[src/rtl/alu32_arbiter_if.sv]
// Bundles both requester channels, the ALU operand/result bus and the tagged
// response channel of alu32_arbiter.
interface alu32_arbiter_if;
  logic        req0_valid;
  logic        req0_ready;
  logic [31:0] req0_a;
  logic [31:0] req0_b;
  logic [3:0]  req0_sel;

  logic        req1_valid;
  logic        req1_ready;
  logic [31:0] req1_a;
  logic [31:0] req1_b;
  logic [3:0]  req1_sel;

  logic [31:0] alu_a;
  logic [31:0] alu_b;
  logic [3:0]  alu_sel;
  logic [31:0] alu_out;

  logic        rsp_valid;
  logic        rsp_ready;
  logic        rsp_id;
  logic [31:0] rsp_data;
  logic        rsp_ovf;
  logic        rsp_err;

  logic        busy;

  // Arbiter side.
  modport slave (
    input  req0_valid, req0_a, req0_b, req0_sel,
    input  req1_valid, req1_a, req1_b, req1_sel,
    input  alu_out, rsp_ready,
    output req0_ready, req1_ready,
    output alu_a, alu_b, alu_sel,
    output rsp_valid, rsp_id, rsp_data, rsp_ovf, rsp_err, busy
  );

  // Requesters, ALU and response consumer side.
  modport master (
    output req0_valid, req0_a, req0_b, req0_sel,
    output req1_valid, req1_a, req1_b, req1_sel,
    output alu_out, rsp_ready,
    input  req0_ready, req1_ready,
    input  alu_a, alu_b, alu_sel,
    input  rsp_valid, rsp_id, rsp_data, rsp_ovf, rsp_err, busy
  );
endinterface

[src/rtl/alu32_arbiter.sv]
// Round-robin arbiter sharing one registered 32-bit ALU between two requesters,
// one transaction in flight, with a tagged valid/ready response channel.
module alu32_arbiter #(
  parameter int unsigned ALU_LAT = 1
) (
  input  logic           clk,
  input  logic           rst,
  alu32_arbiter_if.slave bus
);

  typedef enum logic [1:0] {IDLE, EXEC, CAPT, RESP} state_t;

  localparam logic [3:0] CNT_LAST = 4'(ALU_LAT - 1);

  state_t      state;
  state_t      state_nxt;
  logic [3:0]  cnt;
  logic        last_grant;
  logic        gnt_id;
  logic        accept;
  logic        sel_legal;
  logic [31:0] gnt_a;
  logic [31:0] gnt_b;
  logic [3:0]  gnt_sel;

  always_ff @(posedge clk) begin
    if (rst) state <= IDLE;
    else     state <= state_nxt;
  end

  // Ready is masked by rst so reset wins over a same-cycle acceptance.
  always_comb begin
    state_nxt      = state;
    gnt_id         = (bus.req0_valid && bus.req1_valid) ? ~last_grant : bus.req1_valid;
    accept         = (state == IDLE) && (bus.req0_valid || bus.req1_valid) && !rst;
    bus.req0_ready = accept && !gnt_id;
    bus.req1_ready = accept && gnt_id;
    gnt_a          = gnt_id ? bus.req1_a   : bus.req0_a;
    gnt_b          = gnt_id ? bus.req1_b   : bus.req0_b;
    gnt_sel        = gnt_id ? bus.req1_sel : bus.req0_sel;
    sel_legal      = (gnt_sel[3:2] == 2'b00);
    bus.busy       = (state != IDLE);
    bus.rsp_valid  = (state == RESP);
    case (state)
      IDLE: if (accept) state_nxt = sel_legal ? EXEC : RESP;
      EXEC: if (cnt == CNT_LAST) state_nxt = CAPT;
      CAPT: state_nxt = RESP;
      RESP: if (bus.rsp_ready) state_nxt = IDLE;
      default: state_nxt = IDLE;
    endcase
  end

  always_ff @(posedge clk) begin
    if (rst) begin
      cnt          <= '0;
      last_grant   <= 1'b1;
      bus.alu_a    <= '0;
      bus.alu_b    <= '0;
      bus.alu_sel  <= '0;
      bus.rsp_id   <= 1'b0;
      bus.rsp_data <= '0;
      bus.rsp_ovf  <= 1'b0;
      bus.rsp_err  <= 1'b0;
    end else begin
      case (state)
        IDLE: begin
          if (accept) begin
            last_grant <= gnt_id;
            bus.rsp_id <= gnt_id;
            if (sel_legal) begin
              bus.alu_a   <= gnt_a;
              bus.alu_b   <= gnt_b;
              bus.alu_sel <= gnt_sel;
              cnt         <= '0;
            end else begin
              bus.rsp_data <= '0;
              bus.rsp_ovf  <= 1'b0;
              bus.rsp_err  <= 1'b1;
            end
          end
        end
        EXEC: cnt <= cnt + 4'd1;
        CAPT: begin
          bus.rsp_data <= bus.alu_out;
          bus.rsp_err  <= 1'b0;
          bus.rsp_ovf  <= (bus.alu_sel == 4'b0011) &&
                          (bus.alu_a[31] == bus.alu_b[31]) &&
                          (bus.alu_out[31] != bus.alu_a[31]);
        end
        default: ;
      endcase
    end
  end

endmodule

[src/flat_wrapper.sv]
// flat-port wrapper written by rule: the top's interface ports become plain ports
module alu32_arbiter_flat 
#(
  parameter int unsigned ALU_LAT = 1
)
  (clk, rst, bus_req0_valid, bus_req0_a, bus_req0_b, bus_req0_sel, bus_req1_valid, bus_req1_a, bus_req1_b, bus_req1_sel, bus_alu_out, bus_rsp_ready, bus_req0_ready, bus_req1_ready, bus_alu_a, bus_alu_b, bus_alu_sel, bus_rsp_valid, bus_rsp_id, bus_rsp_data, bus_rsp_ovf, bus_rsp_err, bus_busy);
  alu32_arbiter_if bus_i ();
  input  logic clk;
  input  logic rst;
  input wire logic [$bits(bus_i.req0_valid)-1:0] bus_req0_valid;
  input wire logic [$bits(bus_i.req0_a)-1:0] bus_req0_a;
  input wire logic [$bits(bus_i.req0_b)-1:0] bus_req0_b;
  input wire logic [$bits(bus_i.req0_sel)-1:0] bus_req0_sel;
  input wire logic [$bits(bus_i.req1_valid)-1:0] bus_req1_valid;
  input wire logic [$bits(bus_i.req1_a)-1:0] bus_req1_a;
  input wire logic [$bits(bus_i.req1_b)-1:0] bus_req1_b;
  input wire logic [$bits(bus_i.req1_sel)-1:0] bus_req1_sel;
  input wire logic [$bits(bus_i.alu_out)-1:0] bus_alu_out;
  input wire logic [$bits(bus_i.rsp_ready)-1:0] bus_rsp_ready;
  output wire logic [$bits(bus_i.req0_ready)-1:0] bus_req0_ready;
  output wire logic [$bits(bus_i.req1_ready)-1:0] bus_req1_ready;
  output wire logic [$bits(bus_i.alu_a)-1:0] bus_alu_a;
  output wire logic [$bits(bus_i.alu_b)-1:0] bus_alu_b;
  output wire logic [$bits(bus_i.alu_sel)-1:0] bus_alu_sel;
  output wire logic [$bits(bus_i.rsp_valid)-1:0] bus_rsp_valid;
  output wire logic [$bits(bus_i.rsp_id)-1:0] bus_rsp_id;
  output wire logic [$bits(bus_i.rsp_data)-1:0] bus_rsp_data;
  output wire logic [$bits(bus_i.rsp_ovf)-1:0] bus_rsp_ovf;
  output wire logic [$bits(bus_i.rsp_err)-1:0] bus_rsp_err;
  output wire logic [$bits(bus_i.busy)-1:0] bus_busy;
  assign bus_i.req0_valid = bus_req0_valid;
  assign bus_i.req0_a = bus_req0_a;
  assign bus_i.req0_b = bus_req0_b;
  assign bus_i.req0_sel = bus_req0_sel;
  assign bus_i.req1_valid = bus_req1_valid;
  assign bus_i.req1_a = bus_req1_a;
  assign bus_i.req1_b = bus_req1_b;
  assign bus_i.req1_sel = bus_req1_sel;
  assign bus_i.alu_out = bus_alu_out;
  assign bus_i.rsp_ready = bus_rsp_ready;
  assign bus_req0_ready = bus_i.req0_ready;
  assign bus_req1_ready = bus_i.req1_ready;
  assign bus_alu_a = bus_i.alu_a;
  assign bus_alu_b = bus_i.alu_b;
  assign bus_alu_sel = bus_i.alu_sel;
  assign bus_rsp_valid = bus_i.rsp_valid;
  assign bus_rsp_id = bus_i.rsp_id;
  assign bus_rsp_data = bus_i.rsp_data;
  assign bus_rsp_ovf = bus_i.rsp_ovf;
  assign bus_rsp_err = bus_i.rsp_err;
  assign bus_busy = bus_i.busy;
  alu32_arbiter #(.ALU_LAT(ALU_LAT)) u_core (.clk(clk), .rst(rst), .bus(bus_i));
endmodule
[config.mk]
export PLATFORM = sky130hd
export DESIGN_NAME = alu32_arbiter_flat
export DESIGN_NICKNAME = d
export VERILOG_FILES = /design/src/rtl/alu32_arbiter_if.sv /design/src/rtl/alu32_arbiter.sv /design/src/flat_wrapper.sv
export SDC_FILE = /design/constraint.sdc
export NUM_CORES = 1
export LEC_CHECK = 0
export ABC_AREA = 1
export BUFFER_PORTS_ARGS = -buffer_cell sky130_fd_sc_hd__buf_2
export CAP_MARGIN = 0
export CORE_MARGIN = 5
export CORE_UTILIZATION = 40
export CTS_CLUSTER_DIAMETER = 200
export DETAILED_ROUTE_END_ITERATION = 8
export PLACE_DENSITY = 0.72
export SYNTH_ARGS = -nofsm -noshare
export SYNTH_HDL_FRONTEND = slang
export SYNTH_SLANG_ARGS = --single-unit
[constraint.sdc]
create_clock -name clk -period 5.2 [get_ports clk]
set_clock_uncertainty 0.1 [all_clocks]
set_input_delay 0.78 -clock clk [delete_from_list [all_inputs] [get_ports clk]]
set_output_delay 0.78 -clock clk [all_outputs]
set_load 0.03 [all_outputs]
# Word-level counts from Yosys, hierarchy flattened
# Cells that the tools add are included.
[op_classes] bitwise=1 eq_ne=11 reduce_logical=21 add_sub_neg=1 mux=21
[ops] op="2-to-1 mux 32 bit" count=4
[ops] op="one-hot mux 32 bit (2 select lines)" count=1
[ops] op="2-to-1 mux 4 bit" count=3
[ops] op="AND reduction 3 bit" count=4
[ops] op="2-to-1 mux 2 bit" count=4
[ops] op="one-hot mux 2 bit (4 select lines)" count=1
[ops] op="one-hot mux 4 bit (2 select lines)" count=1
[ops] op="logical AND 1 bit" count=7
[ops] op="!= test 2 x 1 -> 1 bit (second input constant)" count=3
[ops] op="nonzero test 2 bit" count=3
[ops] op="2-to-1 mux 1 bit" count=5
[ops] op="adder 4 x 1 -> 4 bit (second input constant)" count=1
[ops] op="equality test 2 bit (second input constant)" count=2
[ops] op="equality test 4 x 2 -> 1 bit (second input constant)" count=1
[ops] op="zero test 2 bit" count=2
[ops] op="zero test 4 bit" count=1
[ops] op="!= test 2 bit (second input constant)" count=2
[ops] op="one-hot mux 1 bit (2 select lines)" count=2
[ops] op="equality test 2 x 1 -> 1 bit (second input constant)" count=1
[ops] op="zero test 1 bit" count=2
[ops] op="AND reduction 2 bit" count=1
[ops] op="equality test 1 bit" count=1
[ops] op="logical OR 1 bit" count=1
[ops] op="!= test 1 bit" count=1
[ops] op="NOT 1 bit" count=1
[word_totals] in_bits=173 regBits=110 wordCells=65

# Longest topological paths before layout
[logic_depth] depth_word=7 depth_mapped=10

# Worst setup path after synthesis
# OpenSTA, ideal clock, no wires.
[synth_timing] path_type="input to output" start="input bus_req0_valid" end="output bus_req0_ready" path_slack_ps=2714 required_time_ps=4320 cell_stages=5 arrival_ps=1606 cell_sequence="nand2_1 -> nand2_2 -> inv_2 -> buf_2 -> nor2_1"
[synth_between] elab_chain_len=4 word_cells_on_any_way=7 classes_between="mux (1); reduce/logical (6)"
[synth_rtl] element="start, declared" line_no="flat_wrapper.sv:10" rtl="input wire logic [$bits(bus_i.req0_valid)-1:0] bus_req0_valid;"
[synth_rtl] element="logical AND 1 bit or logical OR 1 bit (tied branches)" line_no="alu32_arbiter.sv:34, alu32_arbiter.sv:35"
[synth_rtl] element="2-to-1 mux 1 bit or logical AND 1 bit (tied branches)" line_no="alu32_arbiter.sv:34, alu32_arbiter.sv:35"
[synth_rtl] element="zero test 1 bit or logical AND 1 bit (tied branches)" line_no="alu32_arbiter.sv:36, alu32_arbiter.sv:35"
[synth_rtl] element="logical AND 1 bit (*)" line_no="alu32_arbiter.sv:36" rtl="bus.req0_ready = accept && !gnt_id;"
[synth_rtl] element="end, declared" line_no="flat_wrapper.sv:20" rtl="output wire logic [$bits(bus_i.req0_ready)-1:0] bus_req0_ready;"
# Mark *: on every way between the ends. The rest lies on a longest branch, timed or not.

# Worst setup path in the final report
# Same ends and word-level chain as after synthesis.

==> results.txt <==
The flow ran to the end, and the final reports show no timing, DRC or antenna violations. After synthesis, the share of flip-flops with an asynchronous set or reset is 0%. Counting every sink on the clock net gives 110. The max-slew violation total from the final report is 0, and the post-synthesis instance area is 5460 um^2. The largest voltage drop on the vdd net was 0.000178 V; the total number of yosys warnings was 0. The critical path is of the in2out type. For this run, the total global-route usage over all layers was measured as 20.0%. For this run, global-route usage on met1 was measured as 23.7%. The starting utilization of the core area was 41.0%; the arrival time at the worst endpoint was 2790 ps. Max-cap violations in this run came to 0. The area share of the leading cell type in the synthesized netlist came out at 40.4%. After floorplanning, the core was sized to cover 13300 um^2. Post-CTS repair changed the size of 0 cells. The first global-routing pass estimated 26300 um of wire. Summed over all cells, the static leakage comes to 3.84 nW.

The clock period could shrink to 3670 ps. The tools report the root cell of the clock tree as sky130_fd_sc_hd__clkbuf_16. By area the synthesized netlist is led by sky130_fd_sc_hd__dfxtp_1, sky130_fd_sc_hd__nand2_1, sky130_fd_sc_hd__nor2_1.

For this design the ratio of total power to cell area is 437 nW/um^2. The layer flagged by global routing as most heavily used is met2. Counting cells, the worst reg-to-reg path comes to 8. Input and output buffers added on the ports amount to 279. The register-to-register path setup slack is 2150 ps, and the required time of the critical path is 4320 ps.

Summing all non-filler instances in the final layout gives an area of 7090 um^2. The clock edge transition at the registers on the reported setup and hold paths is 70 ps. The post-route antenna net violation count was 0; the filler cell count was 1424.

After detailed routing, the number of vias per cell comes to 4.66. Setup violations remaining at the end of the flow were counted as 0. Yosys mapped a number of flops with a built-in enable equal to 0. For this block, the routed nets add up to 16700 um of wire. The run gives 0 as the number of design rule violations left after detail routing. At the pin with the least slew margin, the transition time is 1170 ps.

The H-tree was split into 3 levels. The clock reaches the later pin of the worst-skew pair after 340 ps. Global routing consumed, on the met3 layer, 5.80% of the routing resources. Once placement finished, the instance area stood at 6810 um^2. Of the cells placed in the final design, the portion with a size suffix greater than 1 is 28.6%. Post-CTS timing repair inserted 0 buffers for setup. The tools report the number of buffers inserted by hold repair at cts as 0. In this run the tightest slew margin relative to its limit is 22.2%. Entering global routing, the biggest net connects 105 pins.

Of the available clock period, the critical path in the final layout requires 70.6%. The floorplan step defined a die boundary enclosing 16100 um^2. The tools report the met2 global-route usage as 34.1%. Along the worst path, the maximum fanout reaches 68. The synthesized design spends more area on one cell type than any other, namely sky130_fd_sc_hd__dfxtp_1. The worst setup path is launched from an input pin. Setup repair after global routing left no endpoint under its margin. The logs give 1014 for the number of nets produced by synthesis and 834 for the synthesized instance count. The run gives 12200 um as the estimated wirelength of the detail-placed design.

STA classifies the critical path endpoint as an output pin. TritonCTS built the clock tree. The average wire length per cell after detail routing is 13.4 um, and the count of TritonRoute iterations in the first routing pass is 5. The number of standard-cell rows in the floorplan is 42, and the horizontal die dimension is 127 um.

Static timing analysis puts the maximum clock frequency at 272 MHz. The synthesized design contains 110 register bits. The clock passes through at most 2 buffers. Global routing finished with a remaining overflow of 0.

For this run, the post-layout net count is 1250. The combined area of the multi-input logic cells is 2870 um^2. The logs give 375 ps for the smallest hold slack and 9 for the total CTS buffers. Number of hold violations in the final report: 0. The logs give 5452 for the number of global-route vias before repair and 5816 for the routed via count. The class of the tightest hold or removal check was reg2reg.

For the final routed database, the setup TNS stands at 0 ps. Registers take 2200 um^2. The area growth from synthesis to final layout is 29.9%, and the worst hold path stage count is 2.

A synthesized cell averages 6.54 um^2. Portion of the post-synthesis area used by sequential elements: 40.4%. The number of top-level pins was 280; the number of antenna violations at the first check in global routing was 0. After synthesis, the netlist uses 27 different library cells. The first routing iteration left 301 violations.

The routability congestion estimate from global placement is 0.845. The number of inserted diodes is 0. The most instantiated flip-flop cell in the synthesis netlist is sky130_fd_sc_hd__dfxtp_1.

The die is 127 um tall.
-- worst max-delay path: stages --
cell                      delay [ps]
sky130_fd_sc_hd__buf_2           120
sky130_fd_sc_hd__nand2_1         110
sky130_fd_sc_hd__nand2_2         420
sky130_fd_sc_hd__buf_4           430
sky130_fd_sc_hd__inv_2            70
sky130_fd_sc_hd__buf_4           520
sky130_fd_sc_hd__nor2_1          100
sky130_fd_sc_hd__buf_2           200
-- cell usage in the layout (no fill, tap or decap) --
master                      netlist  routed
sky130_fd_sc_hd__a21oi_1          6       6
sky130_fd_sc_hd__nor2_4           1       1
sky130_fd_sc_hd__o21ai_0         62      62
sky130_fd_sc_hd__buf_2           18     279
sky130_fd_sc_hd__a21boi_0        28      28
sky130_fd_sc_hd__inv_1           21      20
sky130_fd_sc_hd__o21ai_2          1       1
sky130_fd_sc_hd__or2_2            1       1
sky130_fd_sc_hd__nand3b_1        33      33
sky130_fd_sc_hd__nand3_1         11      11
sky130_fd_sc_hd__a21boi_1         4       4
sky130_fd_sc_hd__nand2_1        291     290
sky130_fd_sc_hd__bufinv_16        0       1
sky130_fd_sc_hd__clkbuf_1        26       1
sky130_fd_sc_hd__buf_4            1       4
sky130_fd_sc_hd__clkbuf_16        0       9
sky130_fd_sc_hd__o21ai_1          8       8
sky130_fd_sc_hd__nor3_1           1       1
sky130_fd_sc_hd__nor2_1         181     181
sky130_fd_sc_hd__ha_1             7       7
sky130_fd_sc_hd__nand4_1          2       2
sky130_fd_sc_hd__a31o_2           1       1
sky130_fd_sc_hd__clkbuf_8         0       1
sky130_fd_sc_hd__nand2_4          1       1
sky130_fd_sc_hd__o22ai_1          1       1
sky130_fd_sc_hd__clkinv_2         0       1
sky130_fd_sc_hd__nand2_2          3       4
sky130_fd_sc_hd__inv_2            2       3
sky130_fd_sc_hd__dfxtp_1        110     110
-- registers in the layout, indices dropped and copies added (netlist names) --
signal,flops
u_core.bus.alu_b,32
u_core.bus.rsp_ovf,1
u_core.state,2
u_core.bus.alu_sel,4
u_core.cnt,4
u_core.bus.rsp_id,1
u_core.last_grant,1
u_core.bus.alu_a,32
u_core.bus.rsp_data,32
u_core.bus.rsp_err,1
-- cell usage after synthesis, types with 6 or more instances --
master,n
sky130_fd_sc_hd__nor2_1,181
sky130_fd_sc_hd__o21ai_1,8
sky130_fd_sc_hd__a21oi_1,6
sky130_fd_sc_hd__o21ai_0,62
sky130_fd_sc_hd__nand3_1,11
sky130_fd_sc_hd__a21boi_0,28
sky130_fd_sc_hd__buf_6,7
sky130_fd_sc_hd__clkbuf_1,26
sky130_fd_sc_hd__nand2_1,291
sky130_fd_sc_hd__dfxtp_1,110
sky130_fd_sc_hd__nand3b_1,33
sky130_fd_sc_hd__inv_1,21
sky130_fd_sc_hd__ha_1,7
sky130_fd_sc_hd__buf_2,18
sky130_fd_sc_hd__buf_1,6
-- layer usage --
metal  vias up  part of all wire, %  routed length (um)
met4         0                  2.7                 446
met1      2538                   42                6950
met3        26                  7.5                1260
li1       3071                    -                   -
met5         -                    0                   0
met2       181                   48                8060
-- final cells by class --
| class | instances | area share, % |
|---|---|---|
| sequential | 110 | 31.1 |
| clock buffer | 11 | 3.43 |
| clock inverter | 2 | 0.494 |
| multi-input combinational | 643 | 40.6 |
| tap | 176 | 3.11 |
| inverter | 23 | 1.22 |
| timing repair buffer | 283 | 20.1 |
-- cell families (layout without fill, tap and decap cells) --
| family | count (synthesis) | in the layout | share of synthesized area (%) |
|---|---|---|---|
| compound gates | 111 | 111 | 11.8 |
| simple gates | 525 | 525 | 39.2 |
| flops | 110 | 110 | 40.4 |
| fa+ha+maj | 7 | 7 | 1.61 |
| buf+inv | 81 | 319 | 7.02 |
-- per-stage QoR --
step | setup WS (ps) | cells | power, mW | utilization, %
after floorplan | 2710 | 834 | 2.10 | -
after global placement | 1520 | 1235 | 2.44 | 51.2
after detailed placement | 1500 | 1235 | 2.45 | 51.2
after CTS | 1500 | 1248 | 3.13 | 53.3
after global routing | 1340 | 1248 | 3.31 | 53.3
final | 1530 | 1248 | 3.10 | 53.3
-- final timing paths --
kind / from / to
max: bus_req0_valid / bus_req0_ready
min: u_core.bus.alu_b[26]$_SDFFE_PP0P_ / u_core.bus.alu_b[26]$_SDFFE_PP0P_
max reg2reg: u_core.last_grant$_SDFFE_PP1P_ / u_core.bus.rsp_data[18]$_SDFFE_PP0P_
min reg2reg: u_core.bus.alu_b[26]$_SDFFE_PP0P_ / u_core.bus.alu_b[26]$_SDFFE_PP0P_
-- where the power goes --
group	switching [mW]	internal, mW
combinational	0.899	0.452
clock	0.290	0.378
sequential	0.0744	1.00
total	1.26	1.83
No activity file was read; power rests on OpenSTA's default activity.
